[config.mk]
export PLATFORM = sky130hd
export DESIGN_NAME = mole_driver
export DESIGN_NICKNAME = d
export VERILOG_FILES = /design/src/rtl/mole_driver.sv
export SDC_FILE = /design/constraint.sdc
export NUM_CORES = 1
export LEC_CHECK = 0
export ABC_CLOCK_PERIOD_IN_PS = 2140
export CAP_MARGIN = 20
export CORE_ASPECT_RATIO = 1.2
export CORE_MARGIN = 2
export CORE_UTILIZATION = 49
export DETAILED_ROUTE_END_ITERATION = 6
export HOLD_SLACK_MARGIN = 0.03
export PLACE_DENSITY = 0.75
export SLEW_MARGIN = 20
export SYNTH_ARGS = -nofsm -noshare
export SYNTH_HDL_FRONTEND = slang
export SYNTH_SLANG_ARGS = --single-unit
[constraint.sdc]
create_clock -name clk -period 2.14 [get_ports clk]
set_input_delay 0.321 -clock clk [delete_from_list [all_inputs] [get_ports clk]]
set_output_delay 0.321 -clock clk [all_outputs]
set_load 0.02 [all_outputs]
[src/rtl/mole_driver.sv]
// Lights one mole LED for on_ticks*TICK_DIV cycles and reports hit, miss or wrong-button.
// Latency: led/busy rise one cycle after start, and every outcome pulse is registered.
module mole_driver #(
    parameter int NUM_MOLES = 4,
    parameter int SEL_W     = 2,
    parameter int TICK_DIV  = 50000
) (
    input  logic                 clk,
    input  logic                 rst,
    input  logic                 start,
    input  logic [SEL_W-1:0]     mole_sel,
    input  logic [7:0]           on_ticks,
    input  logic [NUM_MOLES-1:0] hit_pulse,
    output logic [NUM_MOLES-1:0] led,
    output logic                 busy,
    output logic                 hit,
    output logic                 miss,
    output logic                 wrong
);

    localparam int PRE_W = (TICK_DIV > 2) ? $clog2(TICK_DIV) : 1;

    typedef enum logic {IDLE, SHOW} state_t;

    state_t               state, state_n;
    logic [SEL_W-1:0]     sel_r, sel_n;
    logic [7:0]           rem_r, rem_n;
    logic [PRE_W-1:0]     pre_r, pre_n;
    logic [NUM_MOLES-1:0] led_n;
    logic                 busy_n, hit_n, miss_n, wrong_n;

    logic [NUM_MOLES-1:0] sel_mask, start_mask;
    logic                 sel_ok, tick;

    assign sel_mask   = {{(NUM_MOLES-1){1'b0}}, 1'b1} << sel_r;
    assign start_mask = {{(NUM_MOLES-1){1'b0}}, 1'b1} << mole_sel;
    // Extra bit keeps the range check meaningful even when SEL_W exactly covers NUM_MOLES.
    assign sel_ok     = {1'b0, mole_sel} < (SEL_W+1)'(NUM_MOLES);
    assign tick       = (pre_r == PRE_W'(TICK_DIV - 1));

    always_ff @(posedge clk or posedge rst) begin
        if (rst) begin
            state <= IDLE;
            sel_r <= '0;
            rem_r <= '0;
            pre_r <= '0;
            led   <= '0;
            busy  <= 1'b0;
            hit   <= 1'b0;
            miss  <= 1'b0;
            wrong <= 1'b0;
        end else begin
            state <= state_n;
            sel_r <= sel_n;
            rem_r <= rem_n;
            pre_r <= pre_n;
            led   <= led_n;
            busy  <= busy_n;
            hit   <= hit_n;
            miss  <= miss_n;
            wrong <= wrong_n;
        end
    end

    always_comb begin
        state_n = state;
        sel_n   = sel_r;
        rem_n   = rem_r;
        pre_n   = pre_r;
        led_n   = '0;
        busy_n  = 1'b0;
        hit_n   = 1'b0;
        miss_n  = 1'b0;
        wrong_n = 1'b0;
        case (state)
            IDLE: begin
                if (start && sel_ok) begin
                    if (on_ticks == 8'd0) begin
                        miss_n = 1'b1;
                    end else begin
                        state_n = SHOW;
                        sel_n   = mole_sel;
                        rem_n   = on_ticks;
                        pre_n   = '0;
                        led_n   = start_mask;
                        busy_n  = 1'b1;
                    end
                end
            end
            SHOW: begin
                wrong_n = |(hit_pulse & ~sel_mask);
                pre_n   = tick ? '0 : pre_r + PRE_W'(1);
                // A correct press outranks an expiring window in the same cycle.
                if (|(hit_pulse & sel_mask)) begin
                    state_n = IDLE;
                    hit_n   = 1'b1;
                    rem_n   = '0;
                    pre_n   = '0;
                end else if (tick && rem_r == 8'd1) begin
                    state_n = IDLE;
                    miss_n  = 1'b1;
                    rem_n   = '0;
                    pre_n   = '0;
                end else begin
                    if (tick) rem_n = rem_r - 8'd1;
                    led_n  = sel_mask;
                    busy_n = 1'b1;
                end
            end
            default: state_n = IDLE;
        endcase
    end

endmodule

==> out/results.ini <==
[run_status]
outcome=finished, final reports clean

[clocking]
cts_sinks=34
clockBufferDepth=2
cts-root-buf=clkbuf_8
cts_tree=done
clock_latency_ns=0.29
cts_buffers=5
h-tree-depth=2
postCtsHoldBufs=0
clk_pin_slew_ns=0.07

[logic_synthesis]
syn_inst=213
syn_area_per_cell_um2=8.84
synth.net_count=233
ys_seq_area_share_pct=45.2
async_reset_ff_share_pct=100
synth-seq-cells=34
synth-edff-count=0
synth-main-ff-cell=dfrtp_1
syn-cell-area_um2=1880
synth_cell_types=46
ys_warn_count=0

[grt]
grt_pass1_vias=1678
grt-ovfl-total=0
grt_max_degree=35
antenna_found_initial=0
grt_pass1_wl_um=7450
grt_usage_pct=22.6

[worst_setup_path]
reg2reg_slack_ns=0.13
end_kind=flop
r2r-end=rem_r[6]
cp_num_cells=7
criticalPathCategory=flop to flop
crit_family=simple AND/OR/NAND/NOR gates
crit_path_start_kind=flop
worst-path-buf-inv=2
crit_chain=or4_4 -> nor4_4 -> buf_6 -> a21oi_2 -> buf_4 -> a32oi_1 -> o22ai_1
cp_slowest_cell=or4_4
rr_startpoint=pre_r[13]
max_stage_delay_ns=0.51
cp.arrival_ns=2.19
cp_max_fo=8
reg2reg_depth=7
cp_data_required_time_ns=2.31

[cells_and_area]
area_growth_syn_to_layout_pct=30.8
n_antenna_cell=0
drive_above_1_share_pct=14.9
layout.nets=280

[floorplan]
core_area_um2=3660
start_util_pct=51.4
die-area_um2=4360
rows=24
io_pins=25
fp.dieW_um=60.6
die_h_um=71.9

[timing]
fmax_mhz=497
relSlewSlack_pct=62.8
rsz0062_at_grt=false
period_minus_slack_ns=2.01
finalSetupViolCount=0
skew_ns=0.00682
worst_pin_slew_ns=0.558
period_share_pct=94.1
slew_violations=0
setup_ws_ns=0.127
setup-tns-final_ns=0
hold_violations=0

[place]
finalWeightedCongestion=0.823
io_buffers=24
place_ws_ns=-0.0659
dp_hpwl_um=3110

[pwr]
vdd_drop_max_mv=0.741
total_leakage_power_uw=0.00105
powerDensity_nw_per_um2=1160

[worst_hold_path]
hold_class=input port to async pin

[routing]
first_pass_iters=4
vias=1749
drt-total-wl_um=4280
vias_per_cell=5.59
wl_per_cell_um=13.7
drt_iter0_drc=79
drc=0
drtAntennaViolNets=0

[flow_run]
max_cap_violations=0

## flip-flops by register name (all words and copies together) (netlist names)
signal and flops:
pre_r 16, rem_r 8, led 4, sel_r 2, hit 1, miss 1
state 1, wrong 1
## metrics by stage
step | cell area [µm²] | cells | hold WS (ns) | total power, µW | utilization, %
finish | 2460 | 313 | 0.416 | 2870 | 67.2
global route | 2460 | 313 | 0.470 | 3070 | 67.2
CTS | 2450 | 313 | 0.436 | 2850 | 66.8
detailed placement | 2340 | 305 | 0.492 | 2260 | 63.9
global placement | 2340 | 305 | 0.490 | 2250 | 63.9
floorplan | 1880 | 213 | 0.419 | 1750 | -
## metal layers
layer	part of all wire, %	track usage [%]	up-vias
met4	0.91	7.00	0
met1	46	30.7	826
met2	49	35.6	47
li1	-	-	872
met5	0	0	-
met3	4.2	5.53	4
## repair_timing
item,in CTS,in global routing
endpoints found under the setup margin,0,16
setup buffers,0,0
gates resized for setup,0,4
## where the power goes
part           internal (µW)  leakage (µW)  switching (µW)
sequential               800      0.000452             128
clock                    348     0.0000524             237
combinational            626      0.000548             726
## worst max path at each step
stage	slack (ns)	start	end
final	0.13	pre_r[13]	rem_r[6]
after global routing	0.01	pre_r[10]	rem_r[0]
after CTS	0.02	pre_r[1]	pre_r[9]
after detailed placement	-0.07	hit_pulse[3]	pre_r[9]
after global placement	-0.01	hit_pulse[3]	pre_r[7]
after floorplan	0.05	pre_r[11]	rem_r[7]
## synth_stat cells (4+ instances only)
master / n / share of area (%)
o22ai_1: 6 / 2.0
mux2i_1: 4 / 2.1
dfrtp_1: 34 / 45
nand3_1: 6 / 1.6
a31oi_1: 9 / 3.0
a32oi_1: 4 / 1.9
nor4_1: 5 / 1.7
nor3_1: 8 / 2.1
nand4_1: 4 / 1.3
clkbuf_1: 8 / 1.6
inv_1: 16 / 3.2
nor2_1: 15 / 3.0
nand2_1: 26 / 5.2
a21oi_1: 10 / 2.7
o21ai_0: 11 / 2.9
## kinds of logic (layout without fill, tap and decap cells)
kind of cell,Yosys count,after routing,synth area share [%]
AOI/OAI and AO/OA,61,61,21.5
xor gates and xnor gates,4,4,1.86
adders and majority gates,3,3,1.99
buffers and inverters,26,74,5.25
DFF,34,34,45.2
muxes,5,5,2.72
and+or+nand+nor,80,80,21.5
## cells in the final DEF (no fill, tap or decap), types with 2 or more instances in the layout
| cell type | count |
|---|---|
| nand2_1 | 26 |
| a31oi_1 | 9 |
| and3_1 | 3 |
| inv_1 | 16 |
| o21bai_1 | 2 |
| clkdlybuf4s50_1 | 24 |
| nand4_1 | 4 |
| mux2i_1 | 4 |
| o32ai_1 | 2 |
| o21ai_1 | 2 |
| nor4_1 | 4 |
| a21oi_1 | 10 |
| xnor2_1 | 3 |
| buf_4 | 24 |
| a21o_1 | 3 |
| ha_1 | 3 |
| a22oi_1 | 2 |
| clkbuf_1 | 2 |
| a22o_1 | 2 |
| a32oi_1 | 4 |
| clkbuf_8 | 5 |
| dfrtp_1 | 34 |
| o21ai_0 | 11 |
| nor2b_1 | 3 |
| nor3_1 | 8 |
| nand3_1 | 6 |
| nor2_1 | 14 |
| and2_1 | 2 |
| o22ai_1 | 6 |
## worst min-delay path: stages
cell and delay [ns]:
clkdlybuf4s50_1 0.39, inv_1 0.05, buf_4 0.38
## final cells by class
type / count / area (µm²)
Clock buffer: 7 / 76.3
Inverter: 17 / 63.8
Clock inverter: 1 / 30.0
Sequential cell: 34 / 851
Tap cell: 52 / 65.1
Fill cell: 305 / 1200
Timing Repair Buffer: 49 / 432
Multi-Input combinational cell: 153 / 946
(Power assumes the default switching activity.)
